==> src/rtl/stream_source_arbiter.sv <==
// rtl/stream_source_arbiter.sv - round-robin merger of FWFT source FIFOs into one framed FWFT stream
//
// Each grant emits one header word {4'hA, 1'b0, source[2:0], seq[7:0]} followed by
// 1..BURST_MAX data words popped from the granted source.
//
// Ports:
//   BUS_CLK     clock, rising edge
//   RST         synchronous active-high reset
//   SRC_ENABLE  per-source enable, looked at only when arbitrating
//   SRC_EMPTY   per-source FWFT empty flag
//   SRC_DATA    per-source head word, source i at [16*i+15:16*i]
//   SRC_READ    per-source pop strobe (combinational)
//   OUT_EMPTY   output FWFT empty flag
//   OUT_DATA    output head word
//   OUT_READ    output pop strobe, ignored while OUT_EMPTY=1
//   BUSY        high while a frame is in progress (header or data)
//   GRANT       currently or last granted source index
module stream_source_arbiter #(
    parameter int N_SRC     = 4,
    parameter int BURST_MAX = 16
) (
    input  logic                BUS_CLK,
    input  logic                RST,
    input  logic [N_SRC-1:0]    SRC_ENABLE,
    input  logic [N_SRC-1:0]    SRC_EMPTY,
    input  logic [16*N_SRC-1:0] SRC_DATA,
    output logic [N_SRC-1:0]    SRC_READ,
    output logic                OUT_EMPTY,
    output logic [15:0]         OUT_DATA,
    input  logic                OUT_READ,
    output logic                BUSY,
    output logic [2:0]          GRANT
);

    typedef enum logic [1:0] {
        IDLE   = 2'd0,
        HEADER = 2'd1,
        DATA   = 2'd2
    } state_t;

    localparam logic [2:0] LAST_SRC  = 3'(N_SRC - 1);
    localparam logic [7:0] LAST_WORD = 8'(BURST_MAX - 1);

    state_t           state, state_next;
    logic [2:0]       grant, grant_next;
    logic [7:0]       word_cnt, word_cnt_next;
    logic [7:0]       seq, seq_next;

    logic [N_SRC-1:0] req;
    logic             hi_found, lo_found;
    logic [2:0]       hi_idx, lo_idx, arb_idx;
    logic             cur_empty;
    logic [15:0]      cur_data;

    assign req = SRC_ENABLE & ~SRC_EMPTY;

    // Head of the granted source.
    always_comb begin
        cur_empty = 1'b1;
        cur_data  = 16'h0000;
        for (int i = 0; i < N_SRC; i++) begin
            if (grant == 3'(i)) begin
                cur_empty = SRC_EMPTY[i];
                cur_data  = SRC_DATA[16*i +: 16];
            end
        end
    end

    // Round-robin pick: the lowest requester above the last grant wins; if there is
    // none, wrap around and take the lowest requester overall (which may be the
    // last grant itself).
    always_comb begin
        hi_found = 1'b0;
        hi_idx   = 3'd0;
        lo_found = 1'b0;
        lo_idx   = 3'd0;
        for (int i = 0; i < N_SRC; i++) begin
            if (req[i] && !hi_found && (3'(i) > grant)) begin
                hi_found = 1'b1;
                hi_idx   = 3'(i);
            end
            if (req[i] && !lo_found) begin
                lo_found = 1'b1;
                lo_idx   = 3'(i);
            end
        end
        arb_idx = hi_found ? hi_idx : lo_idx;
    end

    always_ff @(posedge BUS_CLK) begin
        if (RST) begin
            state    <= IDLE;
            grant    <= LAST_SRC;
            word_cnt <= 8'd0;
            seq      <= 8'd0;
        end else begin
            state    <= state_next;
            grant    <= grant_next;
            word_cnt <= word_cnt_next;
            seq      <= seq_next;
        end
    end

    always_comb begin
        state_next    = state;
        grant_next    = grant;
        word_cnt_next = word_cnt;
        seq_next      = seq;
        OUT_EMPTY     = 1'b1;
        OUT_DATA      = 16'h0000;
        SRC_READ      = '0;

        case (state)
            IDLE: begin
                if (|req) begin
                    grant_next = arb_idx;
                    state_next = HEADER;
                end
            end

            HEADER: begin
                OUT_EMPTY = 1'b0;
                OUT_DATA  = {4'hA, 1'b0, grant, seq};
                if (OUT_READ) begin
                    seq_next      = seq + 8'd1;
                    word_cnt_next = 8'd0;
                    state_next    = DATA;
                end
            end

            DATA: begin
                OUT_EMPTY = cur_empty;
                OUT_DATA  = cur_data;
                // A source that runs dry ends the burst rather than being waited for.
                if (cur_empty) begin
                    state_next = IDLE;
                end else if (OUT_READ) begin
                    for (int i = 0; i < N_SRC; i++) begin
                        SRC_READ[i] = (grant == 3'(i));
                    end
                    word_cnt_next = word_cnt + 8'd1;
                    if (word_cnt == LAST_WORD) begin
                        state_next = IDLE;
                    end
                end
            end

            default: begin
                state_next = IDLE;
            end
        endcase

        // Reset wins over the state decode so no word is popped from a source in the
        // cycle the frame is being torn down.
        if (RST) begin
            OUT_EMPTY = 1'b1;
            OUT_DATA  = 16'h0000;
            SRC_READ  = '0;
        end
    end

    assign BUSY  = !RST && (state != IDLE);
    assign GRANT = RST ? LAST_SRC : grant;

endmodule

==> config.mk <==
export PLATFORM = sky130hd
export DESIGN_NAME = stream_source_arbiter
export DESIGN_NICKNAME = d
export VERILOG_FILES = /design/src/rtl/stream_source_arbiter.sv
export SDC_FILE = /design/constraint.sdc
export NUM_CORES = 1
export LEC_CHECK = 0
export CAP_MARGIN = 40
export CORE_MARGIN = 2
export CORE_UTILIZATION = 36
export DETAILED_ROUTE_END_ITERATION = 10
export PLACE_DENSITY = 0.85
export REMOVE_ABC_BUFFERS = 1
export SYNTH_ARGS = -nofsm -noshare
export SYNTH_HDL_FRONTEND = slang
export SYNTH_SLANG_ARGS = --single-unit
==> constraint.sdc <==
create_clock -name BUS_CLK -period 1.75 [get_ports BUS_CLK]
set_input_delay 0.175 -clock BUS_CLK [delete_from_list [all_inputs] [get_ports BUS_CLK]]
set_output_delay 0.175 -clock BUS_CLK [all_outputs]
set_load 0.03 [all_outputs]
# After elaboration in Yosys (flattened, before gate mapping)
# Index checks and enable logic that the tools add are counted.
[op_classes] addsub=2 muxes=41 n_eq_ne=12 n_reduce_logical=27 magnitude_cmp=4 bitwise_logic=2
[ops] operator="16-bit 2-to-1 mux" n=5
[ops] operator="16-bit case mux with 2 select lines" n=1
[ops] operator="8-bit 2-to-1 mux" n=3
[ops] operator="3-bit 2-to-1 mux" n=6
[ops] operator="8-bit by 1-bit adder with 8-bit output (second input constant)" n=2
[ops] operator="4-bit 2-to-1 mux" n=4
[ops] operator="8-bit case mux with 2 select lines" n=1
[ops] operator="1-bit 2-to-1 mux" n=14
[ops] operator="1-bit logical AND" n=11
[ops] operator="2-bit 2-to-1 mux" n=5
[ops] operator="8-bit by 4-bit equality test with 1-bit output (second input constant)" n=1
[ops] operator="2-bit != test (second input constant)" n=4
[ops] operator="4-bit AND reduction" n=2
[ops] operator="1-bit zero test" n=7
[ops] operator="3-bit by 2-bit equality test with 1-bit output (second input constant)" n=2
[ops] operator="1-bit by 3-bit greater-than comparator with 1-bit output (first input constant)" n=2
[ops] operator="2-bit by 3-bit greater-than comparator with 1-bit output (first input constant)" n=2
[ops] operator="3-bit != test (second input constant)" n=2
[ops] operator="2-bit case mux with 3 select lines" n=1
[ops] operator="4-bit AND" n=1
[ops] operator="4-bit NOT" n=1
[ops] operator="2-bit AND reduction" n=2
[ops] operator="2-bit nonzero test" n=2
[ops] operator="4-bit OR reduction" n=1
[ops] operator="6 further kinds" n=6
[word_totals] out_inout_bits=25 reg_bits=21

# Logic depth before layout (Yosys ltp)
# Gate-level depths: netlist of the first run.
[logic_depth] ltp_word=17 ltp_mapped=7 depth_no_buf=6

# Least setup slack after synthesis of the first run
# OpenSTA, ideal clock, no wires.
[synth_path] kind="reg-to-output" from="reg grant[0]" to="out SRC_READ[1]" required_ns=1.575 slack_ns=-0.543 t_arrival_ns=2.118 stages_incl_launch_ff=6 cell_sequence="dfxtp_1 -> buf_4 -> buf_2 -> buf_2 -> inv_1 -> nor4b_1"
[synth_via] elab_chain_len=8
[synth_rtl] item="from (decl)" line="45" text="logic [2:0] grant, grant_next;"
[synth_rtl] item="from (signal assigned)" line="98" text="grant <= grant_next;"
[synth_rtl] item="3-bit zero test" line="62" text="if (grant == 3'(i)) begin"
[synth_rtl] item="1-bit 2-to-1 mux (4 in a row)" line="62"
[synth_rtl] item="4-bit 2-to-1 mux (*)" line="135" text="if (cur_empty) begin"
[synth_rtl] item="4-bit 2-to-1 mux (*)" line="113" text="case (state)"
[synth_rtl] item="4-bit 2-to-1 mux (*)" line="155" text="if (RST) begin"
[synth_rtl] item="to (decl)" line="27" text="output logic [N_SRC-1:0] SRC_READ,"
# Mark *: on every way between the ends. The rest lies on a longest branch, timed or not.

# Worst setup path after layout of the first run
[layout_path] from="reg state[0]" to="out OUT_DATA[8]"
[layout_via] elab_chain_len=3
[layout_rtl] item="from (decl)" line="44" text="state_t state, state_next;"
[layout_rtl] item="from (signal assigned)" line="97" text="state <= state_next;"
[layout_rtl] item="2-bit equality test or 2-bit by 1-bit equality test with 1-bit output (tied branches)" line="113"
[layout_rtl] item="16-bit case mux with 2 select lines (*)" line="113"
[layout_rtl] item="16-bit 2-to-1 mux (*)" line="155"
[layout_rtl] item="to (decl)" line="29" text="output logic [15:0] OUT_DATA,"
# Marks and branches as above.

==> metrics.yaml, run 1 <==
stdcell_count: 424
r2r_start: "state[1]"
placed_cells: 392
power_report.internal_total_mw: 2.136
drv_slew: 0
synth_cells: 210
antenna_found_initial: 0
fp-row-count: 25
combinational_family_with_the_most_area_after_synthesis: "simple AND/OR/NAND/NOR gates"
dp_hpwl_mm: 5.186
synthesis.yosys.warnings: 0
routed-via-count: 2569
first_global_vias: 2390
drt_first_iter_violations: 255
final.setup_skew_ns: 0.004526
switching_power_mw: 1.503
setup_ws_ns: -0.3611
start_kind: "flop"
number_of_filler_cells_placed_in_the_layout: 309
timing_hold_violations_final: 0
finish.net_count: 439
detail-route-antenna-nets: 0
hold-worst-slack_ns: 0.3814
die_width_um: 75.26
crit_arrival_ns: 1.94
combinational_power_share_pct: 72.6
grt_remaining_overflow: 0
yosys-mux-area-fraction_pct: 24.71
post-synth-top-area-cell: "sky130_fd_sc_hd__dfxtp_1"
dp_worst_setup_slack_ns: -0.4241
postPlaceCellArea_mm2: 0.003009
worst_skew_pair.late_latency_ns: 0.28
drt-vias-per-instance: 6.059
placeableCoreArea_mm2: 0.004817
rsz0062_at_grt: "true"
synth-edff-count: 0
yosys.area_share.adder_pct: 4.107
avgRoutedWirePerCell_um: 23.50
worst_setup_hold_path_clk_slew_ns: 0.09
rr_endpoint: "word_cnt[5]"
timing.fmax_mhz: 473.7
dominantRegCellSynth: "sky130_fd_sc_hd__dfxtp_1"
synth-seq-area-share_pct: 21.90
synth.avg_cell_area_um2: 8.705
final_layout_size_suffix_gt1_share_pct: 41.74
mostFrequentLayoutCell: "sky130_fd_sc_hd__clkdlybuf4s50_1"
design.die.area_mm2: 0.005664
cts-buffers-inserted: 3
hp-class: "in -> reg"
synthDominantCellAreaShare_pct: 21.90
initial_utilization_pct: 37.95
synth_xor_xnor_area_share_pct: 2.396
compound_cell_area_share_of_the_yosys_netlist_pct: 15.95
synthArstFlopShare_pct: 0
fp.dieH_um: 75.26
synth_cell_type_count: 45
slew_headroom_pct: 66.14
grt_max_degree: 12
most-common-layout-cells: "73 x sky130_fd_sc_hd__clkdlybuf4s50_1, 41 x sky130_fd_sc_hd__buf_6, 40 x sky130_fd_sc_hd__buf_4"
cp-endpoint: "OUT_DATA[8]"
worst_pin_slew_ns: 0.5032
reg2reg_depth: 8
utilization_pct: 77.51
antenna_cells: 0
max_cap_viol: 0
cts_tree: "built"
final_area_mm2: 0.003734
grt_pass1_wl_mm: 12.20
crit_path_end_kind: "primary output"
fin_crit_ns: 2.111
regToRegSetupSlack_ns: -0.18
drt_drc_violations_left: 0
storage_cell_area_um2: 415.4
grtUsageTotal_pct: 29.06
setup_viol: 31
pin_count: 100
placement.io_buffers: 98
cts_sinks: 20
area_overhead_of_the_layout_relative_to_synthesis_pct: 104.2
outcome: "finished, violations left"
finalWirelength_mm: 9.966
hold_path.startpoint: "RST"
simple_gate_share_of_the_synthesized_area_pct: 24.85
p_leak_nw: 1.516
sequentialPowerShare_pct: 16.6
cts_max_level: 1
max-clock-path-buffers: 2
setup.worst_path.class: "reg -> out"
synth.area.top_cells: "sky130_fd_sc_hd__dfxtp_1 22%, sky130_fd_sc_hd__mux4_2 17%, sky130_fd_sc_hd__mux2i_1 6.0%"
power.share.clock_pct: 10.7
final_wtd_congestion: 0.8919
finalCritPeriodShare_pct: 120.6
worst_setup_path_startpoint: "state[0]"
cp.required_ns: 1.57
drtPass1Iterations: 7
powerDensity_mw_per_mm2: 974.6
critPathMaxFanout: 3
violations: "setup timing"
ctsRootBufferMaster: "sky130_fd_sc_hd__clkbuf_8"
area_occupied_by_multi_input_gates_mm2: 0.001608
synth.cell_area_mm2: 0.001828
synth.ff_latch_count: 20
ir_drop_mv: 0.6105
power_switching_share_pct: 41.30
cells in the mapped netlist (5+ instances only):
| cell | number |
|---|---|
| sky130_fd_sc_hd__or3_1 | 8 |
| sky130_fd_sc_hd__and3_1 | 5 |
| sky130_fd_sc_hd__inv_1 | 11 |
| sky130_fd_sc_hd__ha_1 | 6 |
| sky130_fd_sc_hd__nand3_1 | 10 |
| sky130_fd_sc_hd__nand2_1 | 23 |
| sky130_fd_sc_hd__nor4_1 | 6 |
| sky130_fd_sc_hd__mux2i_1 | 11 |
| sky130_fd_sc_hd__nand2b_1 | 5 |
| sky130_fd_sc_hd__a21oi_1 | 8 |
| sky130_fd_sc_hd__mux4_2 | 14 |
| sky130_fd_sc_hd__clkbuf_1 | 6 |
| sky130_fd_sc_hd__dfxtp_1 | 20 |
| sky130_fd_sc_hd__a22o_1 | 8 |
| sky130_fd_sc_hd__nor2_1 | 10 |
| sky130_fd_sc_hd__nor2b_1 | 8 |
| sky130_fd_sc_hd__o21ai_0 | 7 |
worst min-delay path by stage:
stage | depth (start not counted) | to | slack [ns]
final | 3 | seq[6] | 0.38
after global routing | 3 | seq[7] | 0.40
after CTS | 2 | word_cnt[7] | 0.49
after detailed placement | 2 | word_cnt[7] | 0.47
after global placement | 2 | word_cnt[7] | 0.46
after floorplan | 1 | seq[1] | 0.24
critical path, cell delays in order (launching register included):
cell and delay, ns:
sky130_fd_sc_hd__dfxtp_4 0.38, sky130_fd_sc_hd__inv_4 0.05, sky130_fd_sc_hd__ha_4 0.28, sky130_fd_sc_hd__nand3b_1 0.18, sky130_fd_sc_hd__buf_6 0.19, sky130_fd_sc_hd__buf_4 0.12, sky130_fd_sc_hd__o31ai_2 0.24, sky130_fd_sc_hd__buf_4 0.21
flip-flops by register name (all words and copies together) (netlist names):
| name | cells |
|---|---|
| seq | 8 |
| word_cnt | 8 |
| grant | 2 |
| state | 2 |
cell type report:
type	instances	area share (%)
timing repair buffer	156	40.85
inverter	11	1.240
multi-input combinational	166	43.06
sequential	20	11.13
clock buffer	4	1.475
tap	67	2.245
cell families after synthesis:
group	Yosys count
xor gates and xnor gates	5
buffers and inverters	24
adders and majority gates	6
and+or+nand+nor	87
DFF	20
muxes	27
AOI/OAI and AO/OA	40
other	1
per-stage QoR:
stage	setup TNS (ns)	power, mW
final	-5.667	3.639
after floorplan	-11.23	1.505
after CTS	-3.210	3.125
after global placement	-3.988	2.181
after detailed placement	-4.652	2.216
after global routing	-6.621	3.740
layer usage:
layer | routed length, um | up-vias | track usage (%) | share of wire [%]
met5 | 0 | - | 0 | 0
met4 | 708 | 0 | 15.40 | 7.1
met3 | 868 | 70 | 4.552 | 8.7
met2 | 5188 | 204 | 50.68 | 52
met1 | 3200 | 1208 | 34.21 | 32
li1 | - | 1087 | - | -
power by group through the flow:
stage | clock (mW) | combinational [mW] | sequential, mW
detailed placement | 0 | 1.64 | 0.576
global placement | 0 | 1.61 | 0.573
global route | 0.399 | 2.73 | 0.609
finish | 0.391 | 2.64 | 0.606
CTS | 0.362 | 2.17 | 0.588
floorplan | 0 | 0.855 | 0.650
what timing repair did:
action	CTS	global route
pin swaps	14	18
hold buffers	0	0
buffers inserted	22	8
gates cloned	1	0
endpoints found under the setup margin	31	31
gates resized for setup	106	51
(Power assumes the default switching activity.)
==> inputs of run 2 (changes only) <==
Settings changed: CORE_MARGIN 2 to not set.
==> metrics.yaml, run 2 (same netlist as run 1, synthesis figures left out) <==
setup_ws_ns: -0.2976  # +0.06346 ns
fp-row-count: 25  # unchanged
hold_path.startpoint: "word_cnt[7]"
first_global_vias: 2252  # -5.8%
detail-route-antenna-nets: 0  # unchanged
fp.dieH_um: 73.26  # -2.7%
final_wtd_congestion: 0.8489  # -4.8%
area_overhead_of_the_layout_relative_to_synthesis_pct: 103.1
final.setup_skew_ns: 0.009140  # +0.004614 ns
worst_setup_path_startpoint: "state[1]"
routed-via-count: 2457  # -4.4%
setup.worst_path.class: "reg -> out"
design.die.area_mm2: 0.005367  # -5.2%
min_delay_worst_endpoint: "word_cnt[7]"
ctsRootBufferMaster: "sky130_fd_sc_hd__clkbuf_8"
cts_tree: "built"
rsz0062_at_grt: "true"
pin_count: 100  # unchanged
sequentialPowerShare_pct: 16.5  # about the same
drv_slew: 0  # unchanged
grt_max_degree: 13  # +1
worst_path_largest_cell_delay_ns: 0.38  # about the same
cts_max_level: 1  # unchanged
slowest_stage: "sky130_fd_sc_hd__dfxtp_4"
drt_drc_violations_left: 0  # unchanged
setup_viol: 28  # -9.7%
cts_sinks: 20  # unchanged
die_width_um: 73.26  # -2.7%
cp.required_ns: 1.57  # about the same
cts-buffers-inserted: 3  # unchanged
finalSetupTns_ns: -4.306  # +1.361 ns
avgRoutedWirePerCell_um: 20.27  # -14%
ir_drop_mv: 0.8815  # +44%
cp_common_cell: "sky130_fd_sc_hd__buf_6"
initial_utilization_pct: 37.95  # unchanged
worst_skew_pair.late_latency_ns: 0.28  # about the same
final_layout_size_suffix_gt1_share_pct: 40.23  # -1.5 points
finalWirelength_mm: 8.512  # -15%
powerDensity_mw_per_mm2: 974.6  # about the same
power.share.clock_pct: 13.3  # +2.6 points
grtUsageTotal_pct: 26.80  # -2.3 points
placeableCoreArea_mm2: 0.004817  # unchanged
crit_path_end_kind: "primary output"
worst_pin_slew_ns: 0.5783  # +0.07512 ns
timing_hold_violations_final: 0  # unchanged
slew_headroom_pct: 61.04  # -5.1 points
finalCritPeriodShare_pct: 117.0  # -3.6 points
finish.net_count: 435  # -0.91%
power_switching_share_pct: 38.65  # -2.6 points
most-common-layout-cells: "73 x sky130_fd_sc_hd__clkdlybuf4s50_1, 39 x sky130_fd_sc_hd__buf_6, 35 x sky130_fd_sc_hd__buf_4"
met1_grt_util_pct: 30.93  # -3.3 points
drt-vias-per-instance: 5.850  # -3.4%
dp_hpwl_mm: 5.037  # -2.9%
grt_pass1_wl_mm: 10.78  # -12%
start_kind: "flop"
biggest_registers_after_layout: "seq (8), word_cnt (8)"
mostFrequentLayoutCell: "sky130_fd_sc_hd__clkdlybuf4s50_1"
met2_usage_pct: 47.84  # -2.8 points
grt_util_met3_pct: 4.115  # -0.44 points
power_report.internal_total_mw: 2.219  # +3.9%
combinational_power_share_pct: 70.3  # -2.3 points
regToRegSetupSlack_ns: -0.24  # -0.06 ns
reg2reg_depth: 10  # +2
timing.hold.worst_path_depth: 2  # -1
drt_first_iter_violations: 157  # -38%
worst_setup_hold_path_clk_slew_ns: 0.07  # -0.02 ns
outcome: "finished, violations left"
rr_endpoint: "state[1]"
p_leak_nw: 1.518  # +0.14%
fin_crit_ns: 2.048  # -0.06346 ns
crit_arrival_ns: 1.87  # -0.07 ns
critPathMaxFanout: 5  # +2
drtPass1Iterations: 5  # -2
postCtsHoldBufs: 0  # unchanged
grt-busiest-layer: "met2"
switching_power_mw: 1.398  # -6.9%
r2r_start: "state[1]"
placement.io_buffers: 98  # unchanged
timing.fmax_mhz: 488.4  # +3.1%
timing.critical_path.cells: "buf_6 -> ha_4 -> buf_6 -> nand2b_4 -> or2_4 -> nor4_4 -> buf_6"
antenna_found_initial: 0  # unchanged
violations: "setup timing"
antenna_cells: 0  # unchanged
max_cap_viol: 0  # unchanged
grt_remaining_overflow: 0  # unchanged
hp-class: "reg -> reg"
dp_worst_setup_slack_ns: -0.4431  # -0.01900 ns
max-clock-path-buffers: 2  # unchanged
[run 2: per-layer routing]
metal,part of all wire (%),vias to the layer above
li1,-,1079
met3,5.9,44
met4,5.1,0
met1,36,1193
met2,53,141
met5,0,-
[run 2: how the worst max path moves through the flow]
stage                  end  slack [ns]  cells past startpoint
3_5_place_dp   OUT_DATA[0]       -0.44                      5
6_report       SRC_READ[2]       -0.30                      7
4_1_cts        OUT_DATA[9]       -0.22                      8
3_3_place_gp   OUT_DATA[0]       -0.43                      5
2_1_floorplan  SRC_READ[1]       -0.92                      3
5_1_grt        SRC_READ[2]       -0.32                      7
[run 2: cell type report]
type / count / area, um^2
multi-input combinational: 166 / 1582
timing repair buffer: 152 / 1516
fill: 302 / 1105
sequential: 20 / 412.9
tap: 67 / 83.83
inverter: 11 / 46.29
clock buffer: 3 / 41.29
clock inverter: 1 / 30.03
[run 2: power groups by stage]
stage                     Clock, mW  Sequential [mW]  Combinational [mW]
after floorplan                   0            0.650               0.855
after global placement            0            0.577                1.62
after detailed placement          0            0.579                1.65
after CTS                     0.482            0.577                2.02
after global routing          0.505            0.602                2.66
final                         0.480            0.596                2.54
[run 2: repair_timing]
action / 4_1_cts / 5_1_grt
endpoints found under the hold margin: 0 / 0
gates resized for setup: 80 / 65
pin swaps: 7 / 32
cloned: 0 / 1
endpoints found under the setup margin: 31 / 30
buffers inserted: 14 / 15
[run 2: per-stage QoR]
step                instances  cell area [um^2]  hold slack (ns)  total power, mW  utilization [%]
detailed placement        392              3007           0.4705            2.229            62.42
finish                    420              3712           0.4780            3.618            77.06
global route              420              3712           0.5110            3.765            77.06
floorplan                 197              1762           0.2441            1.505                -
global placement          392              3007           0.4614            2.195            62.42
CTS                       410              3353           0.4814            3.081            69.61
[run 2: worst max-delay path, delay by kind of cell (launching register included)]
| family | cells | cell delay [ns] |
|---|---|---|
| flip-flops | 1 | 0.38 |
| AND/OR/NAND/NOR | 3 | 0.66 |
| adder cells (fa/ha/maj) | 1 | 0.15 |
| buffers and inverters | 3 | 0.41 |
==> inputs of run 3 (changes only) <==
Settings changed: CTS_BUF_LIST set to sky130_fd_sc_hd__clkbuf_16, CTS_CLUSTER_DIAMETER set to 80.
==> metrics.yaml, run 3 (same netlist as run 1, synthesis figures left out) <==
outcome: "finished, violations left"
violations: "setup timing"
stdcell_count: 414  # -1.4%
design.die.area_mm2: 0.005367  # unchanged
mostFrequentLayoutCell: "sky130_fd_sc_hd__clkdlybuf4s50_1"
final_area_mm2: 0.003646  # -1.8%
max_cap_viol: 0  # unchanged
rsz0062_at_grt: "true"
drt_first_iter_violations: 124  # -21%
dp_worst_setup_slack_ns: -0.4431  # unchanged
placed_cells: 392  # unchanged
die_width_um: 73.26  # unchanged
postCtsHoldBufs: 0  # unchanged
timing.critical_path.cells: "buf_6 -> mux2_4 -> or2_4 -> nor4_4 -> buf_4"
max-clock-path-buffers: 2  # unchanged
grt_max_degree: 13  # unchanged
setup.worst_path.class: "reg -> out"
drt_drc_violations_left: 0  # unchanged
critical-path-top-delay-family: "simple AND/OR/NAND/NOR gates"
setup_viol: 25  # -11%
start_kind: "flop"
grt_pass1_wl_mm: 10.93  # +1.4%
finalCritPeriodShare_pct: 116.1  # -0.91 points
fin_crit_ns: 2.032  # -0.01593 ns
setup_ws_ns: -0.2817  # +0.01593 ns
powerDensity_mw_per_mm2: 999.9  # +2.6%
cp.required_ns: 1.57  # about the same
first_global_vias: 2326  # +3.3%
initial_utilization_pct: 37.95  # unchanged
drt-vias-per-instance: 5.797  # -0.90%
grt_remaining_overflow: 0  # unchanged
cts_sinks: 20  # unchanged
final_layout_size_suffix_gt1_share_pct: 38.62  # -1.6 points
final.setup_skew_ns: 0.005049  # -0.004091 ns
detail-route-antenna-nets: 0  # unchanged
slowest_stage: "sky130_fd_sc_hd__dfxtp_4"
area_overhead_of_the_layout_relative_to_synthesis_pct: 99.45
fp-row-count: 25  # unchanged
ctsRootBufferMaster: "sky130_fd_sc_hd__clkbuf_16"
finish.net_count: 429  # -1.4%
worst_path_largest_cell_delay_ns: 0.36  # -0.02 ns
critPathMaxFanout: 4  # -1
final_wtd_congestion: 0.8489  # unchanged
timing.fmax_mhz: 492.2  # +0.78%
placement.io_buffers: 98  # unchanged
routed-via-count: 2400  # -2.3%
cts-buffers-inserted: 3  # unchanged
finalWirelength_mm: 8.340  # -2.0%
critical_path.n_buffers_inverters: 2  # -1
utilization_pct: 75.69  # -1.4 points
avgRoutedWirePerCell_um: 20.14  # -0.60%
worst_pin_slew_ns: 0.5858  # +0.007452 ns
fp.dieH_um: 73.26  # unchanged
pin_count: 100  # unchanged
placeableCoreArea_mm2: 0.004817  # unchanged
drv_slew: 0  # unchanged
p_leak_nw: 1.498  # -1.3%
drtPass1Iterations: 4  # -1
most-common-layout-cells: "74 x sky130_fd_sc_hd__clkdlybuf4s50_1, 42 x sky130_fd_sc_hd__buf_4, 28 x sky130_fd_sc_hd__buf_6"
biggest_registers_after_layout: "seq (8), word_cnt (8)"
grtUsageTotal_pct: 27.01  # +0.20 points
dp_hpwl_mm: 5.037  # unchanged
postPlaceCellArea_mm2: 0.003007  # unchanged
cts_max_level: 1  # unchanged
worst_setup_hold_path_clk_slew_ns: 0.06  # about the same
number_of_filler_cells_placed_in_the_layout: 296  # -2.0%
hp-class: "reg -> reg"
slew_headroom_pct: 60.44  # -0.60 points
crit_arrival_ns: 1.86  # about the same
timing_hold_violations_final: 0  # unchanged
cts_tree: "built"
ir_drop_mv: 1.079  # +22%
worst_skew_pair.late_latency_ns: 0.26  # -0.02 ns
crit_path_end_kind: "primary output"
antenna_cells: 0  # unchanged
antenna_found_initial: 0  # unchanged
[run 3: timing repair]
action	CTS	global route
buffers inserted	13	8
resized for setup	88	43
gates cloned	1	0
endpoints found under the setup margin	31	32
pin swaps	12	26
[run 3: where the power goes]
part           switching [mW]  internal [mW]
clock                   0.201          0.455
sequential             0.0826          0.522
combinational            1.10           1.28
[run 3: routing by layer]
metal / vias up / GRT usage, % / wire length (um)
met3: 37 / 4.527 / 464
met2: 127 / 48.77 / 4509
met5: - / 0 / 0
met1: 1164 / 30.57 / 2968
met4: 0 / 13.29 / 397
li1: 1072 / - / -
[run 3: layout make-up]
class,count,area (um^2),area share [%]
clock inverter,1,30.03,0.8236
sequential,20,412.9,11.32
inverter,11,46.29,1.270
clock buffer,3,75.07,2.059
timing repair buffer,146,1406,38.57
tap,67,83.83,2.299
multi-input combinational,166,1592,43.65
[run 3: path summary, 6_finish.rpt]
check / startpoint / end / slack [ns] / depth (start not counted)
worst max-delay path: grant[1] / SRC_READ[0] / -0.28 / 5
worst min-delay path: word_cnt[7] / word_cnt[7] / 0.49 / 2
worst max register to register: state[0] / word_cnt[2] / -0.15 / 8
worst min register to register: word_cnt[7] / word_cnt[7] / 0.49 / 2
[run 3: through the flow]
step                      hold WS, ns  TNS, ns  power (mW)
final                          0.4944   -3.328       3.645
after global routing           0.5188   -4.555       3.786
after CTS                      0.4787   -2.021       3.277
after detailed placement       0.4705   -4.179       2.229
after global placement         0.4614   -3.791       2.195
after floorplan                0.2441   -11.23       1.505
[run 3: worst register-to-register path: cells and delay by family, from the launching register on]
kind	cells	cell delay [ns]
compound gates	2	0.44
simple gates	2	0.53
buf+inv	3	0.36
flops	1	0.34
fa+ha+maj	1	0.17
